==> config.mk <==
export PLATFORM = sky130hd
export DESIGN_NAME = dac714_serial_tx
export DESIGN_NICKNAME = d
export VERILOG_FILES = /design/src/rtl/dac714_pkg.sv /design/src/rtl/dac714_sclk_div.sv /design/src/rtl/dac714_serial_tx.sv
export SDC_FILE = /design/constraint.sdc
export NUM_CORES = 1
export LEC_CHECK = 0
export ABC_AREA = 1
export CORE_MARGIN = 1
export CORE_UTILIZATION = 50
export CTS_CLUSTER_SIZE = 25
export DETAILED_ROUTE_END_ITERATION = 12
export GPL_TIMING_DRIVEN = 1
export PLACE_DENSITY = 0.82
export SYNTH_ARGS = -nofsm -noshare
export SYNTH_HDL_FRONTEND = slang
export SYNTH_SLANG_ARGS = --single-unit
export TNS_END_PERCENT = 30
==> constraint.sdc <==
create_clock -name clk_slow -period 1.4 [get_ports clk_slow]
set_input_delay 0.28 -clock clk_slow [delete_from_list [all_inputs] [get_ports clk_slow]]
set_output_delay 0.28 -clock clk_slow [all_outputs]
set_load 0.005 [all_outputs]
==> src/rtl/dac714_pkg.sv <==
// Shared definitions for the DAC714 serial transmitter: FSM encoding and default timing.
package dac714_pkg;

  typedef enum logic [1:0] {
    ST_IDLE  = 2'd0,
    ST_SHIFT = 2'd1,
    ST_LATCH = 2'd2,
    ST_GAP   = 2'd3
  } dac_state_t;

  localparam int DEF_SCLK_DIV     = 2;
  localparam int DEF_LATCH_CYCLES = 2;
  localparam int DEF_GAP_CYCLES   = 1;

endpackage

==> src/rtl/dac714_sclk_div.sv <==
// Half-period counter for the DAC serial clock: reports the high phase and the
// last cycle of each bit while the shifter is running.
module dac714_sclk_div #(
  parameter int SCLK_DIV = 2
) (
  input  logic clk_slow,
  input  logic nReset,
  input  logic i_run,
  output logic o_phase_high,
  output logic o_bit_done
);

  localparam int CW = (2 * SCLK_DIV > 2) ? $clog2(2 * SCLK_DIV) : 1;
  localparam logic [CW-1:0] LAST = CW'(2 * SCLK_DIV - 1);
  localparam logic [CW-1:0] HALF = CW'(SCLK_DIV);

  logic [CW-1:0] r_cnt;

  // Held at zero while idle so every frame starts at the beginning of a low phase.
  always_ff @(posedge clk_slow) begin
    if (!nReset || !i_run) begin
      r_cnt <= '0;
    end else if (r_cnt == LAST) begin
      r_cnt <= '0;
    end else begin
      r_cnt <= r_cnt + CW'(1);
    end
  end

  assign o_phase_high = (r_cnt >= HALF);
  assign o_bit_done   = i_run && (r_cnt == LAST);

endmodule

==> src/rtl/dac714_serial_tx.sv <==
// DAC714 serial transmitter: captures a sample on each DACStrobe rising edge,
// shifts it MSB-first, pulses the load strobe, and keeps one pending sample.
module dac714_serial_tx
  import dac714_pkg::*;
#(
  parameter int DAC_WIDTH     = 16,
  parameter int SCLK_DIV      = DEF_SCLK_DIV,
  parameter int LATCH_CYCLES  = DEF_LATCH_CYCLES,
  parameter int GAP_CYCLES    = DEF_GAP_CYCLES,
  parameter bit OFFSET_BINARY = 1'b0
) (
  input  logic                        clk_slow,
  input  logic                        nReset,
  input  logic                        DACStrobe,
  input  logic signed [DAC_WIDTH-1:0] Yis,
  input  logic                        clr_overrun,
  output logic                        dac_sdi,
  output logic                        dac_sclk,
  output logic                        dac_nlatch,
  output logic                        busy,
  output logic                        done,
  output logic [7:0]                  overrun_cnt
);

  localparam int TMAX = (LATCH_CYCLES > GAP_CYCLES) ? LATCH_CYCLES : GAP_CYCLES;
  localparam int TW   = (TMAX > 1) ? $clog2(TMAX) : 1;
  localparam int BW   = (DAC_WIDTH > 2) ? $clog2(DAC_WIDTH) : 1;
  localparam logic [DAC_WIDTH-1:0] MSB_MASK = {1'b1, {(DAC_WIDTH-1){1'b0}}};

  dac_state_t           r_state, w_next;
  logic                 r_strobe_d;
  logic [DAC_WIDTH-1:0] r_shreg;
  logic [BW-1:0]        r_bitcnt;
  logic [DAC_WIDTH-1:0] r_buf;
  logic                 r_buf_full;
  logic [TW-1:0]        r_tcnt;
  logic [7:0]           r_ovr;

  logic                 w_ev, w_ovw, w_direct;
  logic                 w_run, w_phase_high, w_bit_done;
  logic                 w_latch_end, w_frame_end;
  logic                 w_load_ev, w_load_buf;
  logic [DAC_WIDTH-1:0] w_sample;

  assign w_ev     = DACStrobe & ~r_strobe_d;
  assign w_ovw    = w_ev & r_buf_full;
  assign w_sample = Yis ^ (OFFSET_BINARY ? MSB_MASK : '0);
  assign w_run    = (r_state == ST_SHIFT);

  assign w_latch_end = (r_state == ST_LATCH) && (r_tcnt == TW'(LATCH_CYCLES - 1));
  // Without a gap the end of the latch pulse doubles as the end of the frame.
  assign w_frame_end = (GAP_CYCLES > 0) ? ((r_state == ST_GAP) && (r_tcnt == TW'(GAP_CYCLES - 1)))
                                        : w_latch_end;
  assign w_direct    = (r_state == ST_IDLE) | w_frame_end;

  dac714_sclk_div #(.SCLK_DIV(SCLK_DIV)) u_sclk_div (
    .clk_slow     (clk_slow),
    .nReset       (nReset),
    .i_run        (w_run),
    .o_phase_high (w_phase_high),
    .o_bit_done   (w_bit_done)
  );

  always_comb begin
    w_next     = r_state;
    w_load_ev  = 1'b0;
    w_load_buf = 1'b0;
    unique case (r_state)
      ST_IDLE: begin
        if (w_ev) begin
          w_next    = ST_SHIFT;
          w_load_ev = 1'b1;
        end else if (r_buf_full) begin
          w_next     = ST_SHIFT;
          w_load_buf = 1'b1;
        end
      end
      ST_SHIFT: begin
        if (w_bit_done && (r_bitcnt == '0)) w_next = ST_LATCH;
      end
      ST_LATCH: begin
        if (w_latch_end && (GAP_CYCLES > 0)) w_next = ST_GAP;
      end
      default: ;
    endcase
    if (w_frame_end) begin
      if (w_ev) begin
        w_next    = ST_SHIFT;
        w_load_ev = 1'b1;
      end else if (r_buf_full) begin
        w_next     = ST_SHIFT;
        w_load_buf = 1'b1;
      end else begin
        w_next = ST_IDLE;
      end
    end
  end

  always_ff @(posedge clk_slow) begin
    if (!nReset) begin
      r_state <= ST_IDLE;
    end else begin
      r_state <= w_next;
    end
  end

  always_ff @(posedge clk_slow) begin
    if (!nReset) begin
      r_strobe_d <= 1'b0;
      r_shreg    <= '0;
      r_bitcnt   <= '0;
      r_buf      <= '0;
      r_buf_full <= 1'b0;
      r_tcnt     <= '0;
      r_ovr      <= '0;
    end else begin
      r_strobe_d <= DACStrobe;

      // The final bit is not shifted out so sdi keeps it during the latch pulse.
      if (w_load_ev) begin
        r_shreg  <= w_sample;
        r_bitcnt <= BW'(DAC_WIDTH - 1);
      end else if (w_load_buf) begin
        r_shreg  <= r_buf;
        r_bitcnt <= BW'(DAC_WIDTH - 1);
      end else if (w_run && w_bit_done && (r_bitcnt != '0)) begin
        r_shreg  <= {r_shreg[DAC_WIDTH-2:0], 1'b0};
        r_bitcnt <= r_bitcnt - BW'(1);
      end

      if (w_ev) begin
        if (!w_direct) r_buf <= w_sample;
        r_buf_full <= !w_direct;
      end else if (w_load_buf) begin
        r_buf_full <= 1'b0;
      end

      if (w_next != r_state) begin
        r_tcnt <= '0;
      end else if ((r_state == ST_LATCH) || (r_state == ST_GAP)) begin
        r_tcnt <= r_tcnt + TW'(1);
      end

      if (clr_overrun) begin
        r_ovr <= w_ovw ? 8'd1 : '0;
      end else if (w_ovw && (r_ovr != '1)) begin
        r_ovr <= r_ovr + 8'd1;
      end
    end
  end

  assign dac_sclk    = w_run & w_phase_high;
  assign dac_sdi     = ((r_state == ST_SHIFT) || (r_state == ST_LATCH)) ? r_shreg[DAC_WIDTH-1] : 1'b0;
  assign dac_nlatch  = (r_state != ST_LATCH);
  assign busy        = (r_state != ST_IDLE) | r_buf_full;
  assign done        = (GAP_CYCLES > 0) ? ((r_state == ST_GAP) && (r_tcnt == '0)) : w_latch_end;
  assign overrun_cnt = r_ovr;

endmodule
==> impl_metrics.json <==
{
  "grt_pass1_vias": 2514,
  "timing.slew.headroom_pct": 75.99,
  "netlist_area_mm2": 0.002679,
  "cts-root-to-sink-buffers": 2,
  "area_added_between_synthesis_and_finish_pct": 39.14,
  "violations": "negative setup slack",
  "placement.io_buffers": 32,
  "synthSimpleGateAreaFrac_pct": 33.35,
  "netSwitchingFraction_pct": 29.20,
  "cp_data_required_time_ns": 1.61,
  "finalCriticalPeriod_ns": 1.735,
  "postSynthCellCount": 390,
  "post_synth.cell_area_avg_um2": 6.869,
  "grt-ovfl-total": 0,
  "yosysUniqueCellTypes": 29,
  "synthesis.nets": 419,
  "insertion_delay_ns": 0.31,
  "critical_path.endpoint_type": "register",
  "routed_via_density": 5.013,
  "io_pins": 33,
  "ys_seq_elements": 51,
  "worst_setup_path_start_kind": "register",
  "drive_gt1_share_pct": 26.57,
  "routed_wire_length_per_instance_um": 12.56,
  "top_library_cells_by_usage_in_the_layout_fill_and_taps_aside": "sky130_fd_sc_hd__nand2_1 (73), sky130_fd_sc_hd__inv_1 (55), sky130_fd_sc_hd__dfxtp_1 (41), sky130_fd_sc_hd__nor2_1 (39), sky130_fd_sc_hd__nand3_1 (39)",
  "count_of_hold_buffers_inserted_by_post_cts_repair": 0,
  "core_region_area_mm2": 0.005140,
  "synth_xor_xnor_area_share_pct": 0.6539,
  "initial_core_util_pct": 52.12,
  "core.rowCount": 26,
  "post_synth_fa_ha_maj_area_fraction_pct": 4.204,
  "drv.max_cap_violation_count": 0,
  "combinational_family_with_the_most_area_after_synthesis": "simple AND/OR/NAND/NOR gates",
  "detailedRoute.firstIterationViolations": 104,
  "crit_fanout": 5,
  "rsz_0062_raised_after_global_routing": "yes",
  "clock_power_share_pct": 26.8,
  "hold_class": "register to register",
  "setup_viol": 44,
  "yosysWarnings": 0,
  "power.density_cell_area_mw_per_mm2": 869.7,
  "run_status": "finished, violations left",
  "timing.clock.skew_ns": 0.009632,
  "criticalPathCategory": "register to register",
  "final.setup.worst_slack_ns": -0.3352,
  "grt_first_pass_wirelength_mm": 10.47,
  "number_of_antenna_violations_at_the_first_check_in_global_routing": 0,
  "combPwrFrac_pct": 24.0,
  "p_seq_share_pct": 49.2,
  "p_leak_nw": 1.851,
  "fraction_of_the_mapped_netlist_area_in_compound_gates_pct": 11.44,
  "cp_data_arrival_time_ns": 1.95,
  "fraction_of_the_yosys_area_taken_by_sequential_cells_pct": 38.11,
  "drcViolationCount": 0,
  "clock_tree.htree_level_count": 2,
  "firstDrtPassIters": 4,
  "worst_hold_slack_ns": 0.4352,
  "synth.mux.area_fraction_pct": 0,
  "total_die_area_mm2": 0.005654,
  "peak_ir_drop_on_the_vdd_network_mv": 0.6198,
  "cts.root.buffer_cell": "sky130_fd_sc_hd__clkbuf_8",
  "design.final.nets": 492,
  "num-fill-cells": 438,
  "cts_inserted_buffers": 5,
  "num_vias": 2672,
  "final_util_pct": 72.52,
  "grt_usage_pct": 24.39,
  "cts.sinks": 51,
  "postRouteWirelength_mm": 6.697,
  "timing.final.crit_share_pct": 123.9,
  "largest_net_degree_at_the_start_of_global_routing": 32,
  "die_y_um": 75.20,
  "gp_routability_congestion": 0.8195,
  "post-dp-hpwl_mm": 4.276,
  "die-width_um": 75.20,
  "most_frequent_standard_cell_in_the_layout_excluding_fill_and_tap_cells": "sky130_fd_sc_hd__nand2_1",
  "antenna_cells": 0,
  "report.final.hold_viol_count": 0,
  "cts_tree": "built",
  "drt.antenna.violating_nets": 0,
  "net-switching-power_w": 0.0009466,
  "achievable-frequency_mhz": 576.3,
  "clk_transition_reported_paths_ns": 0.09,
  "internal_power_w": 0.002295,
  "slew_viol_final": 0,
  "timing_worst_slew_pin_value_ns": 0.3569
}
cell families after synthesis:
kind of cell | after synthesis
XOR/XNOR | 2
flip-flops | 51
buffers and inverters | 81
AO/OA/AOI/OAI | 53
AND/OR/NAND/NOR | 194
adder cells (fa/ha/maj) | 9
stage by stage:
step / TNS [ns] / worst slack (ns) / total power, W / cell area, µm² / cells
after floorplan: -0.1228 / -0.01401 / 0.002062 / 2761 / 390
after global placement: -11.69 / -0.3105 / 0.002290 / 3363 / 511
after detailed placement: -13.09 / -0.3509 / 0.002314 / 3363 / 511
after CTS: -8.225 / -0.2780 / 0.003214 / 3616 / 528
after global routing: -12.93 / -0.3917 / 0.003407 / 3727 / 533
final: -9.672 / -0.3352 / 0.003242 / 3727 / 533
synth_stat cells:
library cell,number,share of area (%)
sky130_fd_sc_hd__nand2_1,80,11
sky130_fd_sc_hd__inv_1,63,8.8
sky130_fd_sc_hd__dfxtp_1,51,38
sky130_fd_sc_hd__nor2_1,48,6.7
sky130_fd_sc_hd__nand3_1,43,8.0
sky130_fd_sc_hd__o21ai_0,23,4.3
sky130_fd_sc_hd__o211ai_1,15,4.2
sky130_fd_sc_hd__a21oi_1,13,2.4
sky130_fd_sc_hd__ha_1,9,4.2
sky130_fd_sc_hd__buf_2,7,1.3
sky130_fd_sc_hd__inv_2,4,0.56
sky130_fd_sc_hd__nand2_2,4,0.93
sky130_fd_sc_hd__nand2_4,4,1.7
sky130_fd_sc_hd__nor3_1,3,0.56
sky130_fd_sc_hd__nor4_1,3,0.70
sky130_fd_sc_hd__buf_1,2,0.28
sky130_fd_sc_hd__buf_6,2,0.84
sky130_fd_sc_hd__clkbuf_1,2,0.28
sky130_fd_sc_hd__nor2_4,2,0.84
sky130_fd_sc_hd__or2_2,2,0.47
sky130_fd_sc_hd__xor2_1,2,0.65
sky130_fd_sc_hd__a21boi_0,1,0.28
sky130_fd_sc_hd__and3_1,1,0.23
sky130_fd_sc_hd__clkinv_1,1,0.14
sky130_fd_sc_hd__nand3_2,1,0.37
sky130_fd_sc_hd__nand4_1,1,0.23
sky130_fd_sc_hd__nor2_8,1,0.75
sky130_fd_sc_hd__nor3_4,1,0.61
sky130_fd_sc_hd__o22ai_1,1,0.23
power by group through the flow:
stage,Clock (W),Sequential (W),Combinational (W)
6_report,0.000868,0.00159,0.000779
5_1_grt,0.000927,0.00160,0.000877
4_1_cts,0.000890,0.00159,0.000732
3_5_place_dp,0,0.00163,0.000686
3_3_place_gp,0,0.00162,0.000668
2_1_floorplan,0,0.00162,0.000445
worst paths after layout:
kind,from,to,slack [ns],cells past startpoint
max,r_state[1],r_shreg[15],-0.34,12
min,u_sclk_div.r_cnt[0],u_sclk_div.r_cnt[0],0.44,1
min reg2reg,u_sclk_div.r_cnt[0],u_sclk_div.r_cnt[0],0.44,1
max reg2reg,r_state[1],r_shreg[15],-0.34,12
worst max-delay path, cell delays in order (launching register included):
cell and delay (ns):
sky130_fd_sc_hd__dfxtp_4 0.38, sky130_fd_sc_hd__buf_6 0.12, sky130_fd_sc_hd__inv_8 0.04, sky130_fd_sc_hd__ha_4 0.15, sky130_fd_sc_hd__inv_4 0.06, sky130_fd_sc_hd__buf_6 0.11
sky130_fd_sc_hd__nand2_8 0.08, sky130_fd_sc_hd__buf_4 0.15, sky130_fd_sc_hd__nand2_4 0.07, sky130_fd_sc_hd__nand2_4 0.09, sky130_fd_sc_hd__or2_2 0.29, sky130_fd_sc_hd__nand3_1 0.08
sky130_fd_sc_hd__inv_1 0.04
cell type report:
class | instances | area (µm²) | area share (%)
clock buffers | 6 | 82.58 | 2.216
clock inverters | 1 | 5.005 | 0.1343
inverters | 68 | 286.5 | 7.687
multi-input cells | 258 | 1510 | 40.52
flip-flops and latches | 51 | 1039 | 27.86
well taps | 70 | 87.58 | 2.350
repair buffers | 79 | 716.9 | 19.23
layer usage:
layer	GRT usage, %	share of wire (%)
met1	26.75	41
met2	46.45	54
met3	4.552	3.8
met4	9.053	1.9
met5	0	0
state kept, by name, indices dropped and copies added, names as in the netlist:
name,flops
u_sclk_div.r_cnt,2
overrun_cnt,8
r_tcnt,1
r_shreg,16
r_state,2
r_buf,16
r_bitcnt,4
r_strobe_d,1
r_buf_full,1
timing repair:
action,4_1_cts,5_1_grt
endpoints found under the hold margin,0,0
setup buffers,10,6
gates resized for setup,64,28
endpoints found under the setup margin,50,52
pin swaps,8,11
No activity file was read; power rests on OpenSTA's default activity.
